### src/rtl/serial_add_ctrl.sv
// serial_add_ctrl: bit-serial add/subtract sequencer using a single 1-bit
// full-adder cell with a registered carry. Operands are taken in IDLE,
// processed LSB-first over WIDTH clocks, and the result is held until consumed.
// Optional macro SERIAL_ADD_OVF_EN adds a signed-overflow output port (ovf).
module serial_add_ctrl #(
  parameter int WIDTH = 8
) (
  input  logic             clk,
  input  logic             rst,
  input  logic             in_valid,
  output logic             in_ready,
  input  logic [WIDTH-1:0] a_in,
  input  logic [WIDTH-1:0] b_in,
  input  logic             sub,
  input  logic             cin,
  output logic             out_valid,
  input  logic             out_ready,
  output logic [WIDTH-1:0] sum_out,
  output logic             cout,
`ifdef SERIAL_ADD_OVF_EN
  output logic             ovf,
`endif
  output logic             busy
);

  localparam int CW = $clog2(WIDTH) + 1;

  typedef enum logic [1:0] {
    IDLE = 2'd0,
    RUN  = 2'd1,
    DONE = 2'd2
  } state_t;

  state_t          state_reg;
  logic [WIDTH-1:0] a_sh_reg;
  logic [WIDTH-1:0] b_sh_reg;
  logic [WIDTH-1:0] res_reg;
  logic            carry_reg;
  logic [CW-1:0]   cnt_reg;

  // The one full-adder cell: operand LSBs plus the registered carry.
  logic cell_sum;
  logic cell_carry;
  logic last_bit;

  assign cell_sum   = a_sh_reg[0] ^ b_sh_reg[0] ^ carry_reg;
  assign cell_carry = (a_sh_reg[0] & b_sh_reg[0]) |
                      (a_sh_reg[0] & carry_reg)   |
                      (b_sh_reg[0] & carry_reg);
  assign last_bit   = (cnt_reg == CW'(WIDTH - 1));

  // Sequencer: accept in IDLE, shift one bit per clock in RUN, hold result in DONE.
  always_ff @(posedge clk or posedge rst) begin
    if (rst) begin
      state_reg <= IDLE;
      a_sh_reg  <= '0;
      b_sh_reg  <= '0;
      res_reg   <= '0;
      carry_reg <= 1'b0;
      cnt_reg   <= '0;
      in_ready  <= 1'b0;
      out_valid <= 1'b0;
      busy      <= 1'b0;
      sum_out   <= '0;
      cout      <= 1'b0;
`ifdef SERIAL_ADD_OVF_EN
      ovf       <= 1'b0;
`endif
    end else begin
      case (state_reg)
        IDLE: begin
          if (in_valid && in_ready) begin
            // Subtraction is A + ~B + 1: invert B here and force carry-in.
            a_sh_reg  <= a_in;
            b_sh_reg  <= b_in ^ {WIDTH{sub}};
            carry_reg <= sub ? 1'b1 : cin;
            cnt_reg   <= '0;
            in_ready  <= 1'b0;
            busy      <= 1'b1;
            state_reg <= RUN;
          end else begin
            // Ready rises on the first clock after reset and stays up in IDLE.
            in_ready  <= 1'b1;
          end
        end
        RUN: begin
          a_sh_reg  <= a_sh_reg >> 1;
          b_sh_reg  <= b_sh_reg >> 1;
          res_reg   <= {cell_sum, res_reg[WIDTH-1:1]};
          carry_reg <= cell_carry;
          if (last_bit) begin
            // Final bit: publish result; carry_reg is the carry into the MSB.
            sum_out   <= {cell_sum, res_reg[WIDTH-1:1]};
            cout      <= cell_carry;
`ifdef SERIAL_ADD_OVF_EN
            ovf       <= carry_reg ^ cell_carry;
`endif
            out_valid <= 1'b1;
            state_reg <= DONE;
          end else begin
            cnt_reg   <= cnt_reg + 1'b1;
          end
        end
        DONE: begin
          // No new accept here; ready only reappears once back in IDLE.
          if (out_ready) begin
            out_valid <= 1'b0;
            busy      <= 1'b0;
            in_ready  <= 1'b1;
            state_reg <= IDLE;
          end
        end
        default: begin
          state_reg <= IDLE;
          out_valid <= 1'b0;
          busy      <= 1'b0;
          in_ready  <= 1'b0;
        end
      endcase
    end
  end

endmodule

### config.mk
export PLATFORM = sky130hd
export DESIGN_NAME = serial_add_ctrl
export DESIGN_NICKNAME = d
export VERILOG_FILES = /design/src/rtl/serial_add_ctrl.sv
export SDC_FILE = /design/constraint.sdc
export NUM_CORES = 1
export LEC_CHECK = 0
export ABC_AREA = 1
export CAP_MARGIN = 40
export CORE_MARGIN = 2
export CORE_UTILIZATION = 30
export DETAILED_ROUTE_END_ITERATION = 10
export PLACE_DENSITY = 0.58
export SLEW_MARGIN = 15
export SYNTH_ARGS = -nofsm -noshare
export SYNTH_HDL_FRONTEND = slang
export SYNTH_SLANG_ARGS = --single-unit
### constraint.sdc
create_clock -name clk -period 1.5 [get_ports clk]
set_input_delay 0.15 -clock clk [delete_from_list [all_inputs] [get_ports clk]]
set_output_delay 0.15 -clock clk [all_outputs]
set_load 0.02 [all_outputs]
Word-level counts from Yosys, hierarchy flattened. Index checks and enable logic that the tools add are counted.

Logic and storage cells: 61. Bits in registers: 43. Output and inout port bits: 12. Input bits: 22.

Equality and inequality tests: 7. Reductions and logical operators: 10. Bitwise operators: 10. Muxes and demuxes: 22. $add $sub $neg: 1.

Operator list (count): 8-bit case mux with 2 select lines (2); 8-bit two-way mux (2); 3-bit AND reduction (4); 1-bit case mux with 3 select lines (3); 4-bit two-way mux (2); 2-bit != test, second input constant (4); 4-bit case mux with 2 select lines (1); 8-bit XOR (1); 1-bit two-way mux (7); 2-bit two-way mux (3); 2-bit case mux with 3 select lines (1); 2-bit AND reduction (3); 4-bit by 1-bit adder with 4-bit output, second input constant (1); 4-bit by 3-bit == test with 1-bit output, second input constant (1); 1-bit bitwise AND (3); 2-bit by 1-bit == test with 1-bit output, second input constant (1); 2-bit == test, second input constant (1); 2-bit logical NOT (1); 1-bit NOT (2); 1-bit bitwise OR (2); 1-bit case mux with 2 select lines (1); 2-bit nonzero test (1); 1-bit XOR (2); 1-bit logical AND (1).

Logic depth before layout (Yosys ltp).
Word-level depth: 4. Mapped depth: 8. Mapped depth without buffers: 7.

Worst setup path after synthesis. Ideal clock, no wire load.

Path kind: register -> register. Start: register cnt_reg[0]. End: register cout. Clock period less this slack: 1.217 ns. Arrival: 1.100 ns. Stages on the path, launching flop included: 8. Library setup time: 0.117 ns. Path slack: 0.283 ns. Path buffers: 1. Required time: 1.383 ns. Cells stage by stage: dfrtp_1 > ha_1 > nand2_2 > nor2_8 > nand2_8 > buf_6 > nand2_1 > nand2_1.

Longest elaborated chain between the ends: 2.

RTL lines: start, declared (line 39) `logic [CW-1:0] cnt_reg;`; start signal, assigned (line 101) `cnt_reg <= cnt_reg + 1'b1;`; 4-bit by 3-bit == test with 1-bit output (line 50) `assign last_bit = (cnt_reg == CW'(WIDTH - 1));`; 2-bit AND reduction (no line); end signal, assigned (line 94) `cout <= cell_carry;`; end, declared (line 19) `output logic cout,`.

No other way between the ends. A chain may end at the register's enable or synchronous reset.

Worst setup path after layout.
Start: register sum_out[6]. End: output sum_out[6].

RTL lines: start, declared (line 18) `output logic [WIDTH-1:0] sum_out,`; start signal, assigned (line 93) `sum_out <= {cell_sum, res_reg[WIDTH-1:1]};`.

No word-level cell between the ends.

==> metrics <==
Pre-Repair DR Iteration Count=4; Seq cells post-synth=42; area leader, netlist=dfrtp_1; clock period minus worst slack=1.42 ns; Total Wirelength=4.03 mm; sequential share of power=0.390; antenna violations before repair=0; Slew headroom=0.773; final RePlAce weighted congestion=0.725; final net count=322; status=finished, final reports clean; Met1 Routed Length=2.00 mm; placed insts=371; reg-to-reg endpoint=cout$_DFFE_PP0P_; PortBufs=33; RSZ-0062 raised after global routing=false; Reg2Reg Depth=6; area grow syn2layout=24.7%; total die area=7570 um^2; synth top area cells=dfrtp_1 51%, nand2_1 24%, nand3_1 4.1%; synthesized instance count=261; synthesized cell area=2070 um^2; xor/xnor cell area share of the yosys netlist=0.00423; clock root cell=clkbuf_8; hold_buf cts=0; antenna-violating nets left=0; warnings from Yosys=0; row count=30; Post-CTS Setup Bufs=0; Initial Util=0.308; Clock Tree Buf Depth=2; clock skew=0.00615 ns; core area=6720 um^2; P_leak=1.36 nW; post-synth top area share=0.508; Clock Power Share=0.143; distinct cell type count after synthesis=25; metal2 WL=1.83 mm; syn_nets=285; Synth Area in Compound Gates=0.0635; Slew @ Worst Pin=0.339 ns; FF-to-FF Start=state_reg[1]$_DFFE_PP0P_; Cell Count, Final, Fillers Out=378; slowest CP cell=clkdlybuf4s50_1; routed wl met3=147 um; Slew Limit Fails=0; Logic pwr share=0.468; Crit path largest cell delay=0.61 ns; vias in the first global route=1544; gr usage total=0.120; Setup crit start kind=register; most common cell after layout, fill and taps aside=nand2_1; CP cell instances=clkdlybuf4s50_1; max-cap viol count=0; CP max FO=2; post-synthesis adder-cell area fraction=0.0157; IO Pins=34; Clock Latency Late Sink=0.30 ns; Pwr Density=1890 nW/um^2; DR vias/cell=4.35; largest family of logic cells by synthesized area=simple AND/OR/NAND/NOR gates; area share of and/or/nand/nor cells after synthesis=0.333; drt wl/cell=10.7 um; WS Path Type=register to output pin; pin count of the biggest net entering global routing=43; DRC viols=0; fraction of the yosys area taken by sequential cells=0.508; mean post-synth cell area=7.92 um^2; worst min path class=input pin to asynchronous set/reset pin; Critical path buffers and inverters=1; internal cell power=0.00281 W; Die W=87.0 um; maximum vdd ir drop=0.000510 V; most frequent cells in the layout=133 x nand2_1, 42 x dfrtp_1, 32 x clkdlybuf4s50_1; post-synthesis mux area share=0; crit-path leading delay family=buffers and inverters; TritonCTS buffer count=5; Tcrit/Tclk final=0.945; Switching Fraction=0.424; Setup Viol. Count Final=0; total clock sinks=42; DIE HEIGHT=87.0 um; hpwl dp=2.78 mm; FMAX=0.705 GHz; Fin. Hold Viols=0; layout cells sized above 1=0.0973; CTS clk-pin slew, worst paths=0.08 ns; ant diodes=0; grt ovf=0; CTS H-Tree Depth=2; Initial DRC Count=118; R2R setup slack=0.21 ns; CP required=1.35 ns; CTS tree=done; Worst setup EP type=output pin; Worst EP arrival=1.27 ns; total number of vias=1645; switching power=0.00207 W; DR top layer=met4; Setup TNS Final=0 ns; global-route wire length before repair=7.08 mm
==> worst max path at each step <==
stage | start | to | slack [ns] | depth (start not counted)
6_report | sum_out[6]$_DFFE_PP0P_ | sum_out[6] | 0.08 | 1
5_1_grt | out_valid$_DFFE_PP0P_ | out_valid | 0.03 | 1
4_1_cts | in_ready$_DFFE_PP0P_ | in_ready | 0.04 | 1
3_5_place_dp | in_valid | in_ready$_DFFE_PP0P_ | 0.08 | 6
3_3_place_gp | in_valid | a_sh_reg[7]$_DFFE_PP0P_ | 0.13 | 6
2_1_floorplan | cnt_reg[0]$_DFFE_PP0P_ | cout$_DFFE_PP0P_ | 0.28 | 7
==> cell type report <==
class,count,area (um^2)
clock inverter,2,10.0
inverter,24,92.6
sequential,42,1050
timing repair buffer,38,395
fill,673,4140
tap,80,100
clock buffer,5,68.8
multi-input combinational,187,861
==> what timing repair did <==
action / CTS / global route
endpoints found under the hold margin: 0 / 0
resized for setup: 0 / 1
setup endpoints to repair: 0 / 1
==> logic make-up after synthesis <==
| group | after synthesis |
|---|---|
| and+or+nand+nor | 163 |
| AOI/OAI and AO/OA | 21 |
| adders and majority gates | 2 |
| buffers and inverters | 32 |
| xor gates and xnor gates | 1 |
| DFF | 42 |
==> cells in the mapped netlist (all sizes together) <==
cell and count:
nand2 138, dfrtp 42, inv 24, ha 1, or2 1, nor2 6, fa 1, xnor2 1
nand4 1, nand3 17, a21oi 1, clkbuf 1, o21ai 20, buf 7
==> through the flow <==
stage	hold slack (ns)	area (um^2)	util	setup WS, ns	total power (W)
after floorplan	0.300	2070	-	0.283	0.00353
after global placement	0.455	2500	0.372	0.133	0.00419
after detailed placement	0.460	2500	0.372	0.0825	0.00423
after CTS	0.224	2580	0.383	0.0415	0.00494
after global routing	0.235	2580	0.384	0.0265	0.00534
final	0.215	2580	0.384	0.0823	0.00488
==> power by group through the flow <==
stage | Sequential (W) | Clock (W) | Combinational [W]
floorplan | 0.00203 | 0 | 0.00150
global placement | 0.00190 | 0 | 0.00229
detailed placement | 0.00191 | 0 | 0.00232
CTS | 0.00190 | 0.000722 | 0.00232
global route | 0.00196 | 0.000775 | 0.00261
finish | 0.00190 | 0.000695 | 0.00228
==> metal layers <==
layer | vias up | GRT usage
met5 | - | 0
met1 | 736 | 0.165
met4 | 0 | 0.0341
met3 | 5 | 0.0398
li1 | 874 | -
met2 | 30 | 0.180
Power figures use the tool's default switching activity.
